### src/rtl/mem_access_unit_pkg.sv
// mem_access_unit_pkg: func3 codes, FSM state type and access-size helpers
// shared by the memory-stage RTL.
package mem_access_unit_pkg;

  localparam logic [2:0] F3_B  = 3'b000;
  localparam logic [2:0] F3_H  = 3'b001;
  localparam logic [2:0] F3_W  = 3'b010;
  localparam logic [2:0] F3_BU = 3'b100;
  localparam logic [2:0] F3_HU = 3'b101;

  typedef enum logic [1:0] {
    IDLE = 2'd0,
    WAIT = 2'd1,
    DONE = 2'd2
  } mau_state_e;

  typedef enum logic [1:0] {
    SZ_BYTE = 2'd0,
    SZ_HALF = 2'd1,
    SZ_WORD = 2'd2
  } acc_size_e;

  // Stores only know SB/SH explicitly (everything else is a word); loads
  // decode size from func3[1:0] so that LBU/LHU share the LB/LH sizes.
  function automatic acc_size_e access_size(input logic [2:0] func3,
                                            input logic       is_store);
    acc_size_e sz;
    if (is_store) begin
      case (func3)
        F3_B:    sz = SZ_BYTE;
        F3_H:    sz = SZ_HALF;
        default: sz = SZ_WORD;
      endcase
    end else begin
      case (func3[1:0])
        2'b00:   sz = SZ_BYTE;
        2'b01:   sz = SZ_HALF;
        default: sz = SZ_WORD;
      endcase
    end
    return sz;
  endfunction

  // Address is misaligned when it has set bits below the access size.
  function automatic logic is_misaligned(input acc_size_e  sz,
                                         input logic [1:0] a);
    logic mis;
    case (sz)
      SZ_HALF: mis = a[0];
      SZ_WORD: mis = (a != 2'b00);
      default: mis = 1'b0;
    endcase
    return mis;
  endfunction

endpackage

### src/rtl/mem_access_unit_load_align.sv
// load_align: selects the addressed byte/halfword of a read word and
// sign- or zero-extends it according to func3. Purely combinational.
module load_align
  import mem_access_unit_pkg::*;
(
  input  logic [31:0] rdata_i,
  input  logic [1:0]  a_i,
  input  logic [2:0]  func3_i,
  output logic [31:0] data_o
);

  function automatic logic [31:0] ext8(input logic [7:0] b, input logic sgn);
    return sgn ? {{24{b[7]}}, b} : {24'h0, b};
  endfunction

  function automatic logic [31:0] ext16(input logic [15:0] h, input logic sgn);
    return sgn ? {{16{h[15]}}, h} : {16'h0, h};
  endfunction

  logic [7:0]  byte_sel;
  logic [15:0] half_sel;

  // Lane select for byte and halfword views of the read word
  always_comb begin
    case (a_i)
      2'd0:    byte_sel = rdata_i[7:0];
      2'd1:    byte_sel = rdata_i[15:8];
      2'd2:    byte_sel = rdata_i[23:16];
      default: byte_sel = rdata_i[31:24];
    endcase
    half_sel = a_i[1] ? rdata_i[31:16] : rdata_i[15:0];
  end

  // Extension by func3; unlisted codes return the full word
  always_comb begin
    case (func3_i)
      F3_B:    data_o = ext8(byte_sel, 1'b1);
      F3_BU:   data_o = ext8(byte_sel, 1'b0);
      F3_H:    data_o = ext16(half_sel, 1'b1);
      F3_HU:   data_o = ext16(half_sel, 1'b0);
      default: data_o = rdata_i;
    endcase
  end

endmodule

### src/rtl/mem_access_unit.sv
// mem_access_unit: memory stage behind EX/MEM. Runs one req/ack bus
// transaction per load/store, formats store lanes, aligns load data and
// stalls EX/MEM until the access retires.
// Optional: define MEM_MISALIGN_TRAP_EN to trap misaligned half/word
// accesses (no bus request, misalign_out pulses with mem_done).
module mem_access_unit
  import mem_access_unit_pkg::*;
#(
  parameter int ADDR_WIDTH = 32
) (
  input  logic                  clk,
  input  logic                  reset,
  input  logic [ADDR_WIDTH-1:0] ALU_in,
  input  logic [31:0]           reg2_data_in,
  input  logic [2:0]            func3_in,
  input  logic                  MemRead_in,
  input  logic                  MemWrite_in,
  output logic                  dmem_req,
  output logic                  dmem_we,
  output logic [ADDR_WIDTH-1:0] dmem_addr,
  output logic [31:0]           dmem_wdata,
  output logic [3:0]            dmem_be,
  input  logic                  dmem_ack,
  input  logic [31:0]           dmem_rdata,
  output logic [31:0]           load_data,
  output logic                  mem_stall,
  output logic                  mem_done
`ifdef MEM_MISALIGN_TRAP_EN
  ,
  output logic                  misalign_out
`endif
);

  function automatic logic [3:0] store_be(input acc_size_e sz, input logic [1:0] a);
    logic [3:0] be;
    case (sz)
      SZ_BYTE: be = 4'b0001 << a;
      SZ_HALF: be = a[1] ? 4'b1100 : 4'b0011;
      default: be = 4'b1111;
    endcase
    return be;
  endfunction

  function automatic logic [31:0] store_wdata(input acc_size_e sz, input logic [31:0] d);
    logic [31:0] wd;
    case (sz)
      SZ_BYTE: wd = {4{d[7:0]}};
      SZ_HALF: wd = {2{d[15:0]}};
      default: wd = d;
    endcase
    return wd;
  endfunction

  mau_state_e            state_q, state_d;
  logic                  req_q, req_d;
  logic                  we_q, we_d;
  logic [ADDR_WIDTH-1:0] addr_q, addr_d;
  logic [31:0]           wdata_q, wdata_d;
  logic [3:0]            be_q, be_d;
  logic [31:0]           load_q, load_d;
  logic                  done_q, done_d;
  logic                  is_load_q, is_load_d;
  logic [1:0]            a_q, a_d;
  logic [2:0]            f3_q, f3_d;
`ifdef MEM_MISALIGN_TRAP_EN
  logic                  mis_q, mis_d;
`endif

  logic       acc;
  acc_size_e  sz;
  logic [31:0] load_fmt;

  assign acc = MemRead_in | MemWrite_in;
  // A simultaneous read+write request is a store, so size follows MemWrite.
  assign sz  = access_size(func3_in, MemWrite_in);

  // Alignment of the returning word uses the offset/func3 captured at request
  load_align u_load_align (
    .rdata_i (dmem_rdata),
    .a_i     (a_q),
    .func3_i (f3_q),
    .data_o  (load_fmt)
  );

  // Next-state and registered bus-field computation
  always_comb begin
    state_d   = state_q;
    req_d     = req_q;
    we_d      = we_q;
    addr_d    = addr_q;
    wdata_d   = wdata_q;
    be_d      = be_q;
    load_d    = load_q;
    done_d    = 1'b0;
    is_load_d = is_load_q;
    a_d       = a_q;
    f3_d      = f3_q;
`ifdef MEM_MISALIGN_TRAP_EN
    mis_d     = 1'b0;
`endif
    case (state_q)
      IDLE: begin
        if (acc) begin
`ifdef MEM_MISALIGN_TRAP_EN
          if (is_misaligned(sz, ALU_in[1:0])) begin
            state_d = DONE;
            done_d  = 1'b1;
            mis_d   = 1'b1;
          end else
`endif
          begin
            req_d     = 1'b1;
            we_d      = MemWrite_in;
            addr_d    = {ALU_in[ADDR_WIDTH-1:2], 2'b00};
            wdata_d   = store_wdata(sz, reg2_data_in);
            be_d      = MemWrite_in ? store_be(sz, ALU_in[1:0]) : 4'b1111;
            is_load_d = ~MemWrite_in;
            a_d       = ALU_in[1:0];
            f3_d      = func3_in;
            state_d   = WAIT;
          end
        end
      end
      WAIT: begin
        if (dmem_ack) begin
          req_d   = 1'b0;
          done_d  = 1'b1;
          state_d = DONE;
          if (is_load_q) begin
            load_d = load_fmt;
          end
        end
      end
      DONE: begin
        state_d = IDLE;
      end
      default: begin
        state_d = IDLE;
        req_d   = 1'b0;
      end
    endcase
  end

  // State and output registers; reset drops any transaction in flight
  always_ff @(posedge clk or negedge reset) begin
    if (!reset) begin
      state_q   <= IDLE;
      req_q     <= 1'b0;
      we_q      <= 1'b0;
      addr_q    <= '0;
      wdata_q   <= '0;
      be_q      <= '0;
      load_q    <= '0;
      done_q    <= 1'b0;
      is_load_q <= 1'b0;
      a_q       <= '0;
      f3_q      <= '0;
`ifdef MEM_MISALIGN_TRAP_EN
      mis_q     <= 1'b0;
`endif
    end else begin
      state_q   <= state_d;
      req_q     <= req_d;
      we_q      <= we_d;
      addr_q    <= addr_d;
      wdata_q   <= wdata_d;
      be_q      <= be_d;
      load_q    <= load_d;
      done_q    <= done_d;
      is_load_q <= is_load_d;
      a_q       <= a_d;
      f3_q      <= f3_d;
`ifdef MEM_MISALIGN_TRAP_EN
      mis_q     <= mis_d;
`endif
    end
  end

  assign dmem_req   = req_q;
  assign dmem_we    = we_q;
  assign dmem_addr  = addr_q;
  assign dmem_wdata = wdata_q;
  assign dmem_be    = be_q;
  assign load_data  = load_q;
  assign mem_done   = done_q;
  // DONE deasserts stall so EX/MEM advances exactly once per access.
  assign mem_stall  = ((state_q == IDLE) && acc) || (state_q == WAIT);
`ifdef MEM_MISALIGN_TRAP_EN
  assign misalign_out = mis_q;
`endif

endmodule

### config.mk
export PLATFORM = sky130hd
export DESIGN_NAME = mem_access_unit
export DESIGN_NICKNAME = d
export VERILOG_FILES = /design/src/rtl/mem_access_unit_pkg.sv /design/src/rtl/mem_access_unit_load_align.sv /design/src/rtl/mem_access_unit.sv
export SDC_FILE = /design/constraint.sdc
export NUM_CORES = 1
export LEC_CHECK = 0
export CORE_MARGIN = 5
export CORE_UTILIZATION = 62
export CTS_CLUSTER_DIAMETER = 80
export DETAILED_ROUTE_END_ITERATION = 10
export DONT_BUFFER_PORTS = 1
export PLACE_DENSITY = 0.78
export SYNTH_ARGS = -nofsm -noshare
export SYNTH_HDL_FRONTEND = slang
export SYNTH_HIERARCHICAL = 1
export SYNTH_SLANG_ARGS = --single-unit
export TNS_END_PERCENT = 100
### constraint.sdc
create_clock -name clk -period 3.2 [get_ports clk]
set_input_delay 0.16 -clock clk [delete_from_list [all_inputs] [get_ports clk]]
set_output_delay 0.16 -clock clk [all_outputs]
set_load 0.01 [all_outputs]
* Yosys cells after proc, flatten, opt, wreduce, memory -nomap -nowiden *
Cells that the tools add are included.

word-level totals
  register bits = 109
  input bits = 104
  output and inout port bits = 104
  logic and storage cells = 57

operators by class
  eq/ne operators = 12
  shifts and indexed selects = 1
  multiplexer cells = 18
  bitwise operators = 3
  reduce and logical (&&, ||, !) cells = 12

operators with widths
  kind                   number
  $pmux W32 S4           1
  $pmux W32 S2           1
  $pmux W8 S3            1
  $mux W16               1
  $pmux W2 S2            3
  $eq A2 B1 Y1 const B   4
  $logic_not A2 Y1       4
  $mux W4                2
  $pmux W4 S2            1
  $eq A3 B1 Y1 const B   2
  $eq A3 B3 Y1 const B   2
  $logic_not A3 Y1       2
  $mux W2                3
  $reduce_and A3 Y1      2
  $eq A2 B2 Y1 const B   2
  $mux W1                4
  $ne A2 B2 Y1 const B   2
  $reduce_and A2 Y1      2
  $shl A1 B2 Y4 const A  1
  $pmux W1 S3            1
  $not A1 Y1             2
  $logic_and A1 B1 Y1    1
  $logic_or A1 B1 Y1     1
  $or A1 B1 Y1           1

* Logic depth before layout (Yosys ltp) *
Gate-level depths: netlist (run 1).

  word-level depth = 6
  depth in mapped cells = 6
  gate-level depth less buffers = 4

* Modules after synthesis *
Netlist (run 1), hierarchy kept.

modules (own cells, without submodules)
  module           instances  cells an instance  area each (um^2)  seq. area each (um^2)
  mem_access_unit  1          337                4541.9            2727.6
  load_align       1          133                969.7             0.0

* Worst setup path before layout (run 1) *
Ideal clock, no wire load.

  path kind = register to register
  start point = register a_q[0]
  end point = register load_q[10], in the netlist load_data[10]
  library setup time = 125 ps
  data arrival time = 1548 ps
  data required time = 3075 ps
  setup slack = 1527 ps
  cell stages (with the launch flop) = 7
  buffers on the path = 2
  period minus slack after synthesis = 1673 ps
  path through = dfrtp_1 buf_6 mux2_4 a22oi_4 buf_6 o221ai_2 mux2_2

between the ends
  longest elaborated chain between the ends = 3
  elaborated cells between the ends (all ways) = 5
  classes of those cells = eq/ne: 2; mux: 2; reduce/logical: 1

RTL lines
  what                                  RTL line                          source
  from (decl)                           mem_access_unit.sv:63             logic [1:0] a_q, a_d;
  from (signal assigned)                mem_access_unit.sv:156            a_q <= '0;
  from (signal assigned)                mem_access_unit.sv:171            a_q <= a_d;
  $eq A2 B2 Y1 (tied with other cells)  mem_access_unit_load_align.sv:25  case (a_i)
  $pmux W8 S3 (*)                       mem_access_unit_load_align.sv:25
  $pmux W32 S4 (*)                      mem_access_unit_load_align.sv:36  case (func3_i)
  net load_fmt[10]                      mem_access_unit.sv:71             logic [31:0] load_fmt;
  to (signal assigned)                  mem_access_unit.sv:168            load_q <= load_d;
  to (decl)                             mem_access_unit.sv:60             logic [31:0] load_q, load_d;

The timed path passes the listed nets; every way through them passes the cells marked *.
A chain may end at the register's enable or synchronous reset.

* Worst setup path in the final report (run 1) *
  start point = register state_q[1]
  end point = register wdata_q[21], in the netlist dmem_wdata[21]

between the ends
  longest elaborated chain between the ends = 2

RTL lines
  what                         RTL line                source
  from (decl)                  mem_access_unit.sv:54   mau_state_e state_q, state_d;
  from (signal assigned)       mem_access_unit.sv:162  state_q <= state_d;
  $logic_not A2 Y1             mem_access_unit.sv:101  case (state_q)
  $reduce_and A2 Y1 (no line)  --
  to (signal assigned)         mem_access_unit.sv:166  wdata_q <= wdata_d;
  to (decl)                    mem_access_unit.sv:58   logic [31:0] wdata_q, wdata_d;

Every way passes these cells.

==> impl_results.md, run 1 <==
- HPWL Detailed: 9810 um
- Avg Cell Area, Syn: 11.7 um2
- NetSw: 2550 uW
- Fin Clk Skew: 0.0143 ns
- Number of global-route vias before repair: 4406
- Clk pwr share: 14.2%
- Max-slew violations: 0
- Worst Path Class, Setup: flip-flop to flip-flop
- Crit-path slowest cell: nor2_4
- Post-CTS setup-driven buffer insertion count: 0
- Post-synth top area cell: dfrtp_1
- Post-layout min period: 2.89 ns
- Area grow syn2layout: 16.4%
- Vias per cell: 6.59
- Antenna violations before repair: 0
- Clock Sinks: 109
- CORE AREA: 8680 um2
- Worst path cell trace: or2_1 -> nor2_4 -> buf_4 -> a31oi_1 -> dlygate4sd3_1
- IO Pins: 208
- Final TNS setup: 0 ns
- Antenna Cells: 0
- Post-synthesis cell count: 470
- Starting density of the core: 63.5%
- I/O Buffers: 0
- First-pass GRT wire length: 24200 um
- Largest net degree at the start of global routing: 110
- Clk Latency, worst-skew pair: 0.37 ns
- Final Hold Fails: 0
- Comb pwr share: 37.5%
- CTS buffer count: 9
- Unique cell type count in the Yosys netlist: 47
- Critical path peak fanout: 36
- GRT overflow: 0
- Final Net Count: 629
- Sequential fraction of the synthesis area: 49.5%
- CP startpoint kind: flip-flop
- Worst Path Arrival: 3.12 ns
- RSZ-0062 raised after global routing: false
- Wire length after detailed routing: 15300 um
- Pwr Density: 963 nW/um2
- CTS Buffer Depth: 2
- Critical Path Max Stage Delay: 0.84 ns
- Crit end category: flip-flop
- VDD IR max: 0.468 mV
- Worst slew pin tran: 1.04 ns
- Final Cycle Share: 90.2%
- Vias: 4205
- Total Die Area: 10900 um2
- Share of cells above drive strength 1: 22.6%
- Chip width: 104 um
- Commonest cells in the netlist: dfrtp_1 (109), mux2_2 (74), nand2_1 (40)
- Initial DRC Count: 262
- Detail Route Antenna Nets: 0
- Relative slew margins: 30.8%
- Internal: 3630 uW
- Gr usage total: 27.7%
- GP Congestion: 0.961
- CTS tree: built
- Yosys top cell area share: 49.5%
- Fill cells: 577
- Leakage: 0.00263 uW
- Die Y: 104 um
- DRC viols: 0
- Hold Crit Class: input port to flip-flop
- Setup WS pre-CTS: 0.853 ns
- Ys async rst share: 100%
- Critical Path RT: 3.44 ns
- Std-Cell Rows: 34
- H-tree levels: 3
- Sw Share: 41.2%
- Register share of total power: 48.4%
- EDFF count, synth: 0
- # setup viols final: 0
- CTS root buffer: clkbuf_8
- Max Cap Viol: 0
- Cell Area, Synth: 5510 um2
- Top_reg_cell synth: dfrtp_1
- First-pass DRT Iterations: 5
- Outcome: completed
- Routed len/inst: 23.9 um
- Largest cells by area after synthesis: dfrtp_1 (49%), mux2_2 (15%), mux4_1 (3.3%)
- Final Worst Setup Slack: 0.314 ns
- Synthesis-stage register bit count: 109
- Maximum clock frequency: 0.347 GHz
- Synth warn: 6
- Clk slew on worst S/H paths: 0.10 ns
- Cell with the most instances after synthesis: dfrtp_1
-- per-layer routing --
metal / vias to the layer above / GRT usage, % / part of all wire, %
met5: - / 0 / 0
met4: 0 / 12.0 / 4.6
met3: 66 / 14.4 / 14
met2: 283 / 44.8 / 49
met1: 2037 / 30.5 / 32
li1: 1819 / - / -
-- through the flow --
stage,hold WS (ns),cells,total power [uW],instance area (um2),utilization [%]
final,0.0113,638,6180,6420,73.9
after detailed placement,-0.132,546,5090,5420,62.5
after global routing,0.00433,638,6570,6420,73.9
after CTS,0.000748,637,6160,6410,73.8
after floorplan,-0.136,471,4690,5520,-
after global placement,-0.132,546,4960,5420,62.5
-- area by class of cell --
class	count	area [um2]	area share, %
flip-flops and latches	109	2730	42.5
multi-input cells	313	2480	38.7
repair buffers	80	808	12.6
clock buffers	10	138	2.15
well taps	108	135	2.11
clock inverters	6	78.8	1.23
inverters	12	45.0	0.702
-- power by group through the flow --
stage	sequential (uW)	clock (uW)	combinational [uW]
after floorplan	2720	0	1980
after CTS	3000	898	2270
final	2990	875	2320
after global placement	2990	0	1970
after global routing	3080	956	2530
after detailed placement	3020	0	2070
-- registers in the layout (all words and copies together) (netlist names) --
signal      flops
dmem_wdata     32
load_data      32
dmem_addr      30
dmem_be         4
f3_q            3
a_q             2
state_q         2
dmem_req        1
dmem_we         1
is_load_q       1
mem_done        1
-- final timing paths --
path                             start             end  slack, ns  cells after the start
setup reg to reg            state_q[1]  dmem_wdata[21]       0.31                      5
hold reg to reg              is_load_q       is_load_q       0.54                      2
max in group asynchronous        reset    load_data[9]       2.42                      2
hold / removal             func3_in[0]  dmem_wdata[24]       0.01                      2
setup / recovery            state_q[1]  dmem_wdata[21]       0.31                      5
min in group asynchronous        reset   load_data[22]       0.36                      2
-- worst max-delay path: cells and delay by family (launching register included) --
kind	cells	cell delay, ns
and+or+nand+nor	2	1.25
AOI/OAI and AO/OA	1	0.12
buffers and inverters	2	0.94
DFF	1	0.44
-- placed cells by master (no fill, tap or decap), types with 2 or more instances in the layout --
| cell | instances |
|---|---|
| conb_1 | 2 |
| o221ai_2 | 4 |
| mux4_1 | 7 |
| nor2b_1 | 10 |
| a21oi_1 | 31 |
| dfrtp_1 | 109 |
| a2bb2oi_1 | 4 |
| nor2_1 | 30 |
| buf_4 | 4 |
| mux2i_1 | 10 |
| and3b_1 | 2 |
| inv_1 | 10 |
| mux2_4 | 2 |
| clkbuf_8 | 10 |
| nand3_1 | 8 |
| mux2_2 | 74 |
| a31oi_1 | 8 |
| o221ai_1 | 3 |
| a311oi_1 | 7 |
| nand2b_1 | 2 |
| inv_8 | 2 |
| clkinv_4 | 3 |
| a41oi_2 | 8 |
| o21ai_0 | 24 |
| o21ai_2 | 2 |
| o22ai_1 | 16 |
| nand2_1 | 40 |
| a221oi_1 | 2 |
| dlygate4sd3_1 | 75 |
-- logic make-up after synthesis --
| family | share of synthesized area [%] |
|---|---|
| AOI/OAI and AO/OA | 15.9 |
| DFF | 49.5 |
| and+or+nand+nor | 8.10 |
| muxes | 20.8 |
| other | 0.0680 |
| buffers and inverters | 5.61 |
-- what timing repair did --
action / in CTS / in global routing
hold buffers: 75 / 1
endpoints found under the hold margin: 184 / 1
gates resized for setup: 0 / 0
setup endpoints to repair: 0 / 0
No activity file was read; power rests on OpenSTA's default activity.
==> inputs of run 2 (changes only) <==
- CELL_PAD_IN_SITES_DETAIL_PLACEMENT: default -> 0
- CELL_PAD_IN_SITES_GLOBAL_PLACEMENT: default -> 2
- CORE_UTILIZATION: 62 -> 42
- PLACE_DENSITY: 0.78 -> default
- PLACE_DENSITY_LB_ADDON: default -> 0.1
==> run 2 against run 1 <==
Against the previous run:
- sequential power hardly changed
- core utilization is 23 points lower
- setup slack better by 0.42 ns
- clock power is 27% higher
- count of clock-buffer cells in the layout is 1 higher
==> impl_results.md, run 2 (same netlist as run 1, synthesis figures left out) <==
- Outcome: completed
- Chip width: 125 um
- Buf+Inv Stages, Crit Path: 2
- Commonest cells after routing, fill and taps aside: dfrtp_1 (109), mux2_2 (74), dlygate4sd3_1 (69)
- IO Pins: 208
- Post-layout min period: 2.46 ns
- CTS root buffer: clkbuf_16
- H-tree levels: 3
- Share of cells above drive strength 1: 23.2%
- Fin Clk Skew: 0.00721 ns
- DRC viols: 0
- Vias: 3953
- # setup viols final: 0
- Hold Crit Class: input port to flip-flop
- Worst slew pin tran: 0.991 ns
- Cell Count, Final, Fillers Out: 698
- HPWL Detailed: 10900 um
- Max-slew violations: 0
- Detail Route Antenna Nets: 0
- VDD IR max: 0.429 mV
- Die Y: 125 um
- CP top delay family: buffers and inverters
- CTS Buffer Depth: 2
- Std-Cell Rows: 41
- Crit-path slowest cell: dlygate4sd3_1
- Clk slew on worst S/H paths: 0.07 ns
- First-pass DRT Iterations: 6
- Inst Count DP: 612
- Crit end category: flip-flop
- Area grow syn2layout: 18.5%
- Total Die Area: 15500 um2
- Worst Path Arrival: 2.70 ns
- CP startpoint kind: flip-flop
- Worst path cell trace: or2_1 -> nor2_4 -> buf_4 -> a31oi_1 -> dlygate4sd3_1
- Critical Path Max Stage Delay: 0.60 ns
- First-pass GRT wire length: 25500 um
- Number of global-route vias before repair: 4260
- Fill cells: 1187
- Vias per cell: 5.66
- CTS buffer count: 9
- Largest net degree at the start of global routing: 110
- Worst Path Class, Setup: flip-flop to flip-flop
- Starting density of the core: 43.3%
- Final TNS setup: 0 ns
- Routed len/inst: 23.1 um
- Max Cap Viol: 0
- GP Congestion: 0.775
- Clock Sinks: 109
- Critical path peak fanout: 51
- Most common cell after layout, fill and taps aside: dfrtp_1
- I/O Buffers: 0
- Final Cycle Share: 77.0%
- Final Hold Fails: 0
- Final Net Count: 625
- CORE AREA: 12700 um2
- GRT overflow: 0
- Antenna violations before repair: 0
- Leakage: 0.00264 uW
- Initial DRC Count: 188
- Gr usage total: 20.6%
- RSZ-0062 raised after global routing: false
- CTS tree: built
- Clk Latency, worst-skew pair: 0.35 ns
- Maximum clock frequency: 0.406 GHz
- Pwr Density: 975 nW/um2
- Critical Path RT: 3.43 ns
- Wire length after detailed routing: 16100 um
- Antenna Cells: 0
- Relative slew margins: 33.7%
-- run 2: changes by cell type in the layout (fill, tap and decap cells not counted), moves of 2 or more --
cell,previous run,this run
clkbuf_16,0,9
clkbuf_8,10,2
dlygate4sd3_1,75,69
clkinvlp_4,0,3
clkinv_4,3,1
buf_4,4,6
-- run 2: final timing paths --
path                                 start              to  slack, ns  cells after the start
max                             state_q[1]  dmem_wdata[23]       0.74                      5
min                        reg2_data_in[6]  dmem_wdata[14]       0.01                      2
max reg2reg                     state_q[1]  dmem_wdata[23]       0.74                      5
min reg2reg                      is_load_q       is_load_q       0.53                      2
max in group asynchronous            reset  dmem_wdata[27]       2.35                      2
min in group asynchronous            reset   load_data[18]       0.41                      2
-- run 2: metal layers --
layer  vias to the layer above  wire length (um)  GRT usage, %
met5                         -                 0             0
met4                         0               279          6.19
met3                        17              1860          8.32
met2                       178              7440          31.8
met1                      1949              6560          26.7
li1                       1809                 -             -
-- run 2: repair_timing --
item,4_1_cts,5_1_grt
setup buffers,0,0
gates resized for setup,0,0
hold buffers,70,0
hold endpoints to repair,181,0
-- run 2: final cells by class --
class | count | area, um2 | share of cell area [%]
Sequential cell | 109 | 2730 | 41.8
Multi-Input combinational cell | 313 | 2480 | 38.0
Timing Repair Buffer | 76 | 763 | 11.7
Clock buffer | 11 | 253 | 3.87
Tap cell | 172 | 215 | 3.30
Inverter | 12 | 45.0 | 0.690
Clock inverter | 5 | 42.5 | 0.651
-- run 2: metrics by stage --
step                total power (uW)  hold WS (ns)  worst slack (ns)  util, %  area, um2
finish                          6370        0.0106             0.735     51.3       6530
global route                    6770       0.00599             0.574     51.3       6530
CTS                             6440      0.000373             0.748     51.3       6530
detailed placement              5150        -0.133             0.910     43.4       5520
global placement                5080        -0.133             0.975     43.4       5520
floorplan                       4690        -0.136              1.53        -       5520
-- run 2: where the power goes --
part	leakage [uW]	internal [uW]	total [uW]	switching (uW)
clock network	0.000136	578	1110	533
logic	0.00123	1150	2270	1120
registers	0.00128	2060	2990	925
